[config.mk]
export PLATFORM = sky130hd
export DESIGN_NAME = ef_pwm_deadtime
export DESIGN_NICKNAME = d
export VERILOG_FILES = /design/src/rtl/ef_pwm_dt_pkg.sv /design/src/rtl/ef_pwm_dt_channel.sv /design/src/rtl/ef_pwm_deadtime.sv
export SDC_FILE = /design/constraint.sdc
export NUM_CORES = 1
export LEC_CHECK = 0
export CAP_MARGIN = 20
export CORE_MARGIN = 2
export CORE_UTILIZATION = 48
export CTS_BUF_LIST = sky130_fd_sc_hd__clkbuf_4 sky130_fd_sc_hd__clkbuf_8 sky130_fd_sc_hd__clkbuf_16
export CTS_CLUSTER_SIZE = 20
export DETAILED_ROUTE_END_ITERATION = 7
export PLACE_DENSITY = 0.84
export REMOVE_ABC_BUFFERS = 1
export SYNTH_ARGS = -nofsm -noshare
export SYNTH_HDL_FRONTEND = slang
export SYNTH_HIERARCHICAL = 1
export SYNTH_SLANG_ARGS = --single-unit
[constraint.sdc]
create_clock -name clk -period 2.3 [get_ports clk]
set_input_delay 0.46 -clock clk [delete_from_list [all_inputs] [get_ports clk]]
set_output_delay 0.46 -clock clk [all_outputs]
set_load 0.005 [all_outputs]
[src/rtl/ef_pwm_dt_pkg.sv]
// rtl/ef_pwm_dt_pkg.sv - shared state encoding and defaults for the PWM dead-time stage
package ef_pwm_dt_pkg;

  localparam int DT_W_DEF = 8;

  typedef enum logic [2:0] {
    ST_OFF      = 3'd0,
    ST_LS_ON    = 3'd1,
    ST_DT_TO_HS = 3'd2,
    ST_HS_ON    = 3'd3,
    ST_DT_TO_LS = 3'd4
  } dt_state_e;

endpackage

[src/rtl/ef_pwm_dt_channel.sv]
// rtl/ef_pwm_dt_channel.sv - one complementary channel: FSM, dead-band counter, registered gates
module ef_pwm_dt_channel
  import ef_pwm_dt_pkg::*;
#(
  parameter int DT_W = DT_W_DEF
) (
  input  logic            clk,
  input  logic            rst_n,
  input  logic            run,
  input  logic            pwm,
  input  logic [DT_W-1:0] dt_rise,
  input  logic [DT_W-1:0] dt_fall,
  output logic            hs_q,
  output logic            ls_q
);

  dt_state_e       state_q, state_d;
  logic [DT_W-1:0] cnt_q, cnt_d;
  logic            hs_d, ls_d;

  always_comb begin
    state_d = state_q;
    cnt_d   = cnt_q;
    if (!run) begin
      state_d = ST_OFF;
      cnt_d   = '0;
    end else begin
      case (state_q)
        // OFF and the settled states share the band-load path: the full band is always applied
        ST_OFF, ST_LS_ON, ST_HS_ON: begin
          if (pwm && state_q != ST_HS_ON) begin
            if (dt_rise == '0) state_d = ST_HS_ON;
            else begin
              state_d = ST_DT_TO_HS;
              cnt_d   = dt_rise - 1'b1;
            end
          end else if (!pwm && state_q != ST_LS_ON) begin
            if (dt_fall == '0) state_d = ST_LS_ON;
            else begin
              state_d = ST_DT_TO_LS;
              cnt_d   = dt_fall - 1'b1;
            end
          end
        end
        ST_DT_TO_HS: begin
          if (!pwm) begin
            state_d = ST_LS_ON;
            cnt_d   = '0;
          end else if (cnt_q == '0) state_d = ST_HS_ON;
          else cnt_d = cnt_q - 1'b1;
        end
        ST_DT_TO_LS: begin
          if (pwm) begin
            state_d = ST_HS_ON;
            cnt_d   = '0;
          end else if (cnt_q == '0) state_d = ST_LS_ON;
          else cnt_d = cnt_q - 1'b1;
        end
        default: begin
          state_d = ST_OFF;
          cnt_d   = '0;
        end
      endcase
    end
    hs_d = (state_d == ST_HS_ON);
    ls_d = (state_d == ST_LS_ON);
  end

  always_ff @(posedge clk or negedge rst_n) begin
    if (!rst_n) begin
      state_q <= ST_OFF;
      cnt_q   <= '0;
      hs_q    <= 1'b0;
      ls_q    <= 1'b0;
    end else begin
      state_q <= state_d;
      cnt_q   <= cnt_d;
      hs_q    <= hs_d;
      ls_q    <= ls_d;
    end
  end

endmodule

[src/rtl/ef_pwm_deadtime.sv]
// rtl/ef_pwm_deadtime.sv - dual-channel dead-time generator with latched fault trip and output polarity
module ef_pwm_deadtime
  import ef_pwm_dt_pkg::*;
#(
  parameter int DT_W = DT_W_DEF
) (
  input  logic            clk,
  input  logic            rst_n,
  input  logic            en,
  input  logic            pwmA,
  input  logic            pwmB,
  input  logic [DT_W-1:0] dtA_rise,
  input  logic [DT_W-1:0] dtA_fall,
  input  logic [DT_W-1:0] dtB_rise,
  input  logic [DT_W-1:0] dtB_fall,
  input  logic            hs_inv,
  input  logic            ls_inv,
  input  logic            fault,
  input  logic            fault_clr,
  output logic            fault_flag,
  output logic            pwmA_hs,
  output logic            pwmA_ls,
  output logic            pwmB_hs,
  output logic            pwmB_ls
);

  logic fault_flag_q, fault_flag_d;
  logic run;
  logic a_hs_q, a_ls_q, b_hs_q, b_ls_q;

  always_comb begin
    fault_flag_d = fault_flag_q;
    if (fault) fault_flag_d = 1'b1;
    else if (fault_clr) fault_flag_d = 1'b0;
  end

  always_ff @(posedge clk or negedge rst_n) begin
    if (!rst_n) fault_flag_q <= 1'b0;
    else fault_flag_q <= fault_flag_d;
  end

  // Raw fault is included so gates drop on the same edge that latches the trip
  assign run = en & ~fault & ~fault_flag_q;

  ef_pwm_dt_channel #(.DT_W(DT_W)) u_ch_a (
    .clk(clk), .rst_n(rst_n), .run(run), .pwm(pwmA),
    .dt_rise(dtA_rise), .dt_fall(dtA_fall), .hs_q(a_hs_q), .ls_q(a_ls_q)
  );

  ef_pwm_dt_channel #(.DT_W(DT_W)) u_ch_b (
    .clk(clk), .rst_n(rst_n), .run(run), .pwm(pwmB),
    .dt_rise(dtB_rise), .dt_fall(dtB_fall), .hs_q(b_hs_q), .ls_q(b_ls_q)
  );

  assign fault_flag = fault_flag_q;
  assign pwmA_hs    = a_hs_q ^ hs_inv;
  assign pwmA_ls    = a_ls_q ^ ls_inv;
  assign pwmB_hs    = b_hs_q ^ hs_inv;
  assign pwmB_ls    = b_ls_q ^ ls_inv;

endmodule

==> results of run 1 <==
==> metrics by stage <==
step	instances	power, mW	utilization	cell area (um2)	setup WS (ps)
6_report	451	1.22	0.724	3490	28.5
5_1_grt	451	1.27	0.724	3490	-87.3
3_5_place_dp	442	0.908	0.689	3320	-444
2_1_floorplan	278	0.687	-	2390	-135
3_3_place_gp	442	0.895	0.689	3320	-209
4_1_cts	446	1.18	0.703	3390	2.38
==> layout by cell type, fill, tap and decap left out, drive strengths merged, types with 5 or more instances in the layout <==
| cell type | count |
|---|---|
| or4 | 5 |
| mux2i | 9 |
| buf | 57 |
| ha | 6 |
| nor3 | 16 |
| nor3b | 9 |
| o21ai | 17 |
| nand2 | 20 |
| o2bb2ai | 5 |
| xor2 | 11 |
| dfrtp | 27 |
| or3 | 9 |
| clkdlybuf4s50 | 45 |
| a211o | 5 |
| nor2 | 23 |
| inv | 11 |
| a21oi | 12 |
| o22ai | 5 |
| nand3 | 6 |
| xnor2 | 5 |
==> registers in the layout (all words and copies together), names as in the netlist <==
register	count
u_ch_b/cnt_q	8
u_ch_b/hs_q	1
u_ch_a/state_q	3
u_ch_a/hs_q	1
u_ch_a/ls_q	1
u_ch_b/state_q	3
fault_flag	1
u_ch_a/cnt_q	8
u_ch_b/ls_q	1
==> path summary, 6_finish.rpt <==
path                                        end  slack (ps)  depth (start not counted)
max in group asynchronous       u_ch_b/cnt_q[5]        1490                          2
worst max-delay path            u_ch_a/cnt_q[6]          30                          9
worst max register to register  u_ch_a/cnt_q[6]          30                          9
worst min register to register       fault_flag         530                          1
worst min-delay path                 fault_flag         530                          1
min in group asynchronous           u_ch_a/ls_q         550                          2
==> cell families after synthesis <==
kind of cell | after synthesis
AO/OA/AOI/OAI | 89
buffers and inverters | 20
flip-flops | 27
AND/OR/NAND/NOR | 120
adder cells (fa/ha/maj) | 6
XOR/XNOR | 16
multiplexers | 9
==> critical path, delay by kind of cell (launching register included) <==
kind	cells	cell delay [ps]
mux	1	290
compound gates	2	480
simple gates	4	730
flops	1	380
xor+xnor	1	150
fa+ha+maj	1	180
==> cell usage after synthesis (2+ instances only) <==
library cell	count
mux2i_1	9
nand3_1	6
a21o_1	3
nor2b_1	2
or3_1	8
nor4_1	4
a32o_1	3
nor3b_1	9
inv_1	11
dfrtp_1	27
o211ai_1	3
a31oi_1	2
a21boi_0	3
ha_1	6
nand2_2	3
or4_1	4
o21a_1	4
nand2b_1	3
xor2_1	11
nand3b_1	4
o22ai_1	5
buf_2	2
a311o_1	2
a22o_1	3
o31ai_1	4
a2111oi_0	2
o21ai_0	16
or2_2	2
nor3_1	16
nor2_1	23
nand2_1	17
a211o_1	5
xnor2_1	5
clkbuf_1	4
nor4b_1	3
and3_1	4
o2bb2ai_1	5
buf_4	2
a21oi_1	11
==> what timing repair did <==
item                                    4_1_cts  5_1_grt
gates resized for setup                       4       13
gates cloned                                  0        0
endpoints found under the hold margin         0        0
setup buffers                                 0        5
endpoints found under the setup margin        2        5
pin swaps                                     1       12
==> layer usage <==
metal | vias to the layer above | global-route usage
li1 | 1306 | -
met1 | 1377 | 0.403
met2 | 179 | 0.425
met3 | 19 | 0.0476
met4 | 0 | 0.0487
met5 | - | 0
==> area by class of cell <==
type	count	area (um2)	area share
sequential	27	676	0.194
clock inverter	1	5.00	0.00143
clock buffer	3	41.3	0.0118
timing repair buffer	102	878	0.252
multi-input combinational	240	1760	0.506
tap	67	83.8	0.0240
inverter	11	41.3	0.0118
==> power by group through the flow <==
stage / sequential [mW] / clock (mW) / combinational [mW]
4_1_cts: 0.495 / 0.278 / 0.411
3_3_place_gp: 0.504 / 0 / 0.392
2_1_floorplan: 0.505 / 0 / 0.182
5_1_grt: 0.497 / 0.295 / 0.475
3_5_place_dp: 0.504 / 0 / 0.403
6_report: 0.496 / 0.275 / 0.446
==> run_results.csv, run 1 <==
group,metric,value,unit
pwr,p_switching,0.377,mW
timing,final_max_slew_viol_count,0,
placed_design,place.gp.congestion,1.01,
detailed_routing,wire_per_inst,17.4,um
clock_tree,ctsHoldBuffers,0,
final_layout,n_antenna_cell,0,
detailed_routing,wl_met1,3370,um
critical_path,worstSetupPathType,"flip-flop to flip-flop",
timing,final-hold-violation-count,0,
floorplan,die_area,5670,um2
detailed_routing,num_vias,2881,
critical_path,slowest_stage,"dfrtp_1",
synth,ys_ff_latch,27,
pwr,p_per_area,348,nW/um2
detailed_routing,wl,7840,um
timing,period_minus_slack,2270,ps
clock_tree,root_buffer,"clkbuf_8",
synth,synthTopCellsByArea,"dfrtp_1 (28%), xor2_1 (3.9%), mux2i_1 (3.7%)",
synth,yosysWarnings,6,
timing,fin_tns_setup,0,ps
synth,synth_top_family_by_area,"compound AO/OA/AOI/OAI gates",
final_layout,drive_gt1_frac,0.237,
global_routing,grt_antenna_before_repair,0,
pwr,internal-power,0.839,mW
timing,fin_worst_skew,5.47,ps
synth,synthSimpleGateAreaFrac,0.279,
final_layout,final_nets,432,
critical_path,cp-startpoint,"u_ch_a/state_q[2]",
synth,ys_seq_area_frac,0.277,
timing,layout_worst_path_cycle_share,0.988,
pwr,peakVddDrop,0.000350,V
critical_path,regToRegStartpoint,"u_ch_a/state_q[2]",
critical_path,cp.required,2520,ps
detailed_routing,first_pass_iters,5,
clock_tree,clkTransAtPathRegs,100,ps
detailed_routing,drt_iter0_drc,393,
clock_tree,ctsLongestPathBuffers,2,
min_path,min_from,"fault_flag",
critical_path,crit_arrival,2490,ps
clock_tree,clock_latency,280,ps
floorplan,die_w,75.3,um
synth,synthAdderAreaFrac,0.0307,
detailed_routing,met3_length,740,um
min_path,hp-class,"flip-flop to flip-flop",
global_routing,grt_pass1_vias,2627,
synth,ys_types,70,
detailed_routing,ant_nets,0,
pwr,clkPwrFrac,0.226,
synth,synth_area_leader_cell,"dfrtp_1",
synth,synth_top_flop_cell,"dfrtp_1",
critical_path,critPathLaunchType,"flip-flop",
pwr,pwr-share-seq,0.408,
critical_path,endpoint_kind,"flip-flop",
synth,synth_mux_area_frac,0.0369,
critical_path,worst-path-max-fanout,3,
synth,syn_area_per_cell,8.51,um2
run_status,status,"completed",
synth,synth_compound_area_frac,0.283,
synth,synth-xor-area-share,0.0574,
synth,async_flop_share,1.00,
clock_tree,cts.htree.levels,1,
critical_path,path_cells,"nand3b_1 -> nand2_2 -> mux2i_4 -> ha_4 -> nor3b_4 -> nand2_1 -> xor2_1 -> a2111oi_2 -> a211o_1",
global_routing,overflow,0,
detailed_routing,drc,0,
global_routing,grt_usage,0.273,
timing,hold_ws,529,ps
global_routing,grt_pass1_wl,12100,um
synth,synth_area,2440,um2
floorplan,core_area,4820,um2
detailed_routing,dr_wl_met2,3620,um
critical_path,critPathMaxStageDelay,380,ps
timing,fmax,440,MHz
pwr,switching_share,0.310,
clock_tree,numCtsBuffers,3,
final_layout,fillCellCount,371,
synth,synth_edf_count,0,
floorplan,rows,25,
clock_tree,cts_tree,"built",
global_routing,grt_max_degree,28,
placed_design,port_buffers,45,
timing,max_slew_margin,0.500,
synth,synth_cells,287,
pwr,p_leak,1.53,nW
detailed_routing,highest_layer,"met4",
timing,worst_pin_slew,731,ps
detailed_routing,avgViaCountPerCell,6.39,
clock_tree,numClockSinks,27,
floorplan,ioPinCount,46,
timing,rsz0062_at_grt,"true",
run,drv_cap,0,
final_layout,area_growth,42.9,%
floorplan,die_y,75.3,um
floorplan,initial_core_util,0.507,
placed_design,post-dp-hpwl,5900,um
pwr,pwr-share-comb,0.367,
timing,finalSetupViolCount,0,
synth,synth_top_cell_area_share,0.277,
Power figures use the tool's default switching activity.
==> inputs of run 2 (changes only) <==
RECOVER_POWER = 25   (was default)
==> run_results.csv, run 2 (synthesized netlist as in run 1, its figures left out) <==
group,metric,value,unit
run_status,status,"completed",
pwr,power.total,1.22,mW
final_layout,area_growth,42.7,%
critical_path,endpoint_kind,"flip-flop",
critical_path,slowest_stage,"dfrtp_1",
clock_tree,numClockSinks,27,
final_layout,largestRegisters,"u_ch_a/cnt_q: 8 flops, u_ch_b/cnt_q: 8 flops",
timing,fmax,441,MHz
floorplan,die_y,75.3,um
detailed_routing,met3_length,769,um
timing,max_slew_margin,0.0451,
detailed_routing,drt_iter0_drc,393,
clock_tree,clkTransAtPathRegs,100,ps
global_routing,grt_pass1_wl,12100,um
pwr,peakVddDrop,0.000350,V
final_layout,final_cell_mix,"buf_4 (56), clkdlybuf4s50_1 (44), dfrtp_1 (27)",
timing,finalSetupViolCount,0,
floorplan,core_area,4820,um2
placed_design,post-dp-hpwl,5900,um
critical_path,path_cells,"nand3b_1 -> nand2_2 -> mux2i_4 -> ha_4 -> nor3b_4 -> nand2_1 -> xor2_1 -> a2111oi_2 -> a211o_1",
final_layout,seq_area,676,um2
global_routing,grt_antenna_before_repair,0,
detailed_routing,dr_wl_met2,3630,um
final_layout,n_antenna_cell,0,
min_path,hp-class,"flip-flop to flip-flop",
floorplan,die_w,75.3,um
detailed_routing,highest_layer,"met4",
final_layout,fillCellCount,370,
detailed_routing,ant_nets,0,
timing,final-hold-violation-count,0,
run,drv_cap,0,
clock_tree,root_buffer,"clkbuf_8",
critical_path,worst-path-max-fanout,3,
detailed_routing,wl_met1,3380,um
global_routing,grt_pass1_vias,2627,
global_routing,grt_usage,0.273,
critical_path,crit_arrival,2490,ps
floorplan,ioPinCount,46,
placed_design,place.gp.congestion,1.01,
clock_tree,numCtsBuffers,3,
floorplan,rows,25,
detailed_routing,drc,0,
detailed_routing,wire_per_inst,17.4,um
timing,final_max_slew_viol_count,0,
final_layout,layout.cells.non_filler,451,
clock_tree,cts_tree,"built",
pwr,p_leak,1.53,nW
clock_tree,cts.htree.levels,1,
critical_path,critPathMaxStageDelay,380,ps
timing,layout_worst_path_cycle_share,0.985,
final_layout,drive_gt1_frac,0.234,
final_layout,multi_input_area,1760,um2
timing,period_minus_slack,2270,ps
timing,rsz0062_at_grt,"true",
placed_design,dp_cells,442,
final_layout,final_nets,432,
floorplan,initial_core_util,0.507,
detailed_routing,first_pass_iters,5,
critical_path,cp_num_buf_inv,0,
clock_tree,ctsLongestPathBuffers,2,
clock_tree,clock_latency,280,ps
pwr,p_per_area,349,nW/um2
timing,worst_pin_slew,1430,ps
timing,fin_worst_skew,5.58,ps
critical_path,critPathLaunchType,"flip-flop",
detailed_routing,num_vias,2884,
clock_tree,ctsHoldBuffers,0,
global_routing,overflow,0,
critical_path,cp.required,2520,ps
floorplan,die_area,5670,um2
critical_path,worstSetupPathType,"flip-flop to flip-flop",
global_routing,grt_max_degree,28,
detailed_routing,wl,7870,um
placed_design,port_buffers,45,
final_layout,final_common_cell,"buf_4",
detailed_routing,avgViaCountPerCell,6.39,
critical_path,cp_top_family,"simple AND/OR/NAND/NOR gates",
run 2: path summary, 6_finish.rpt:
check	from	end	slack [ps]	cells after the start
min	fault_flag	fault_flag	530	1
min in group asynchronous	rst_n	u_ch_a/ls_q	1040	2
max in group asynchronous	rst_n	u_ch_b/cnt_q[5]	420	2
max	u_ch_a/state_q[2]	u_ch_a/cnt_q[6]	30	9
max reg2reg	u_ch_a/state_q[2]	u_ch_a/cnt_q[6]	30	9
min reg2reg	fault_flag	fault_flag	530	1
run 2: power breakdown:
| part | switching [mW] | leakage, nW | internal [mW] |
|---|---|---|---|
| Clock | 0.153 | 0.0255 | 0.122 |
| Combinational | 0.214 | 1.13 | 0.231 |
| Sequential | 0.0105 | 0.371 | 0.485 |
| Total | 0.377 | 1.53 | 0.838 |
run 2: routing by layer:
layer  up-vias  GRT usage
met1      1377      0.403
met2       184      0.425
met3        16     0.0476
met4         0     0.0487
li1       1307          -
met5         -          0
run 2: metrics by stage:
stage	hold slack [ps]	utilization	TNS [ps]	setup WS [ps]	instance area [um2]
final	529	0.724	0	33.5	3490
after global routing	555	0.724	-153	-87.3	3490
after CTS	530	0.703	0	2.38	3390
after detailed placement	509	0.689	-3500	-444	3320
after global placement	491	0.689	-2620	-209	3320
after floorplan	164	-	-172	-135	2390
run 2: layout make-up:
cell class                 instances  share of cell area
clock buffer                       3              0.0118
inverter                          11              0.0118
sequential                        27               0.194
clock inverter                     1             0.00144
tap                               67              0.0240
multi-input combinational        240               0.506
timing repair buffer             102               0.251
run 2: what timing repair did:
item / 4_1_cts / 5_1_grt
pin swaps: 1 / 12
gates resized for setup: 4 / 13
buffers inserted: 0 / 5
setup endpoints to repair: 2 / 5
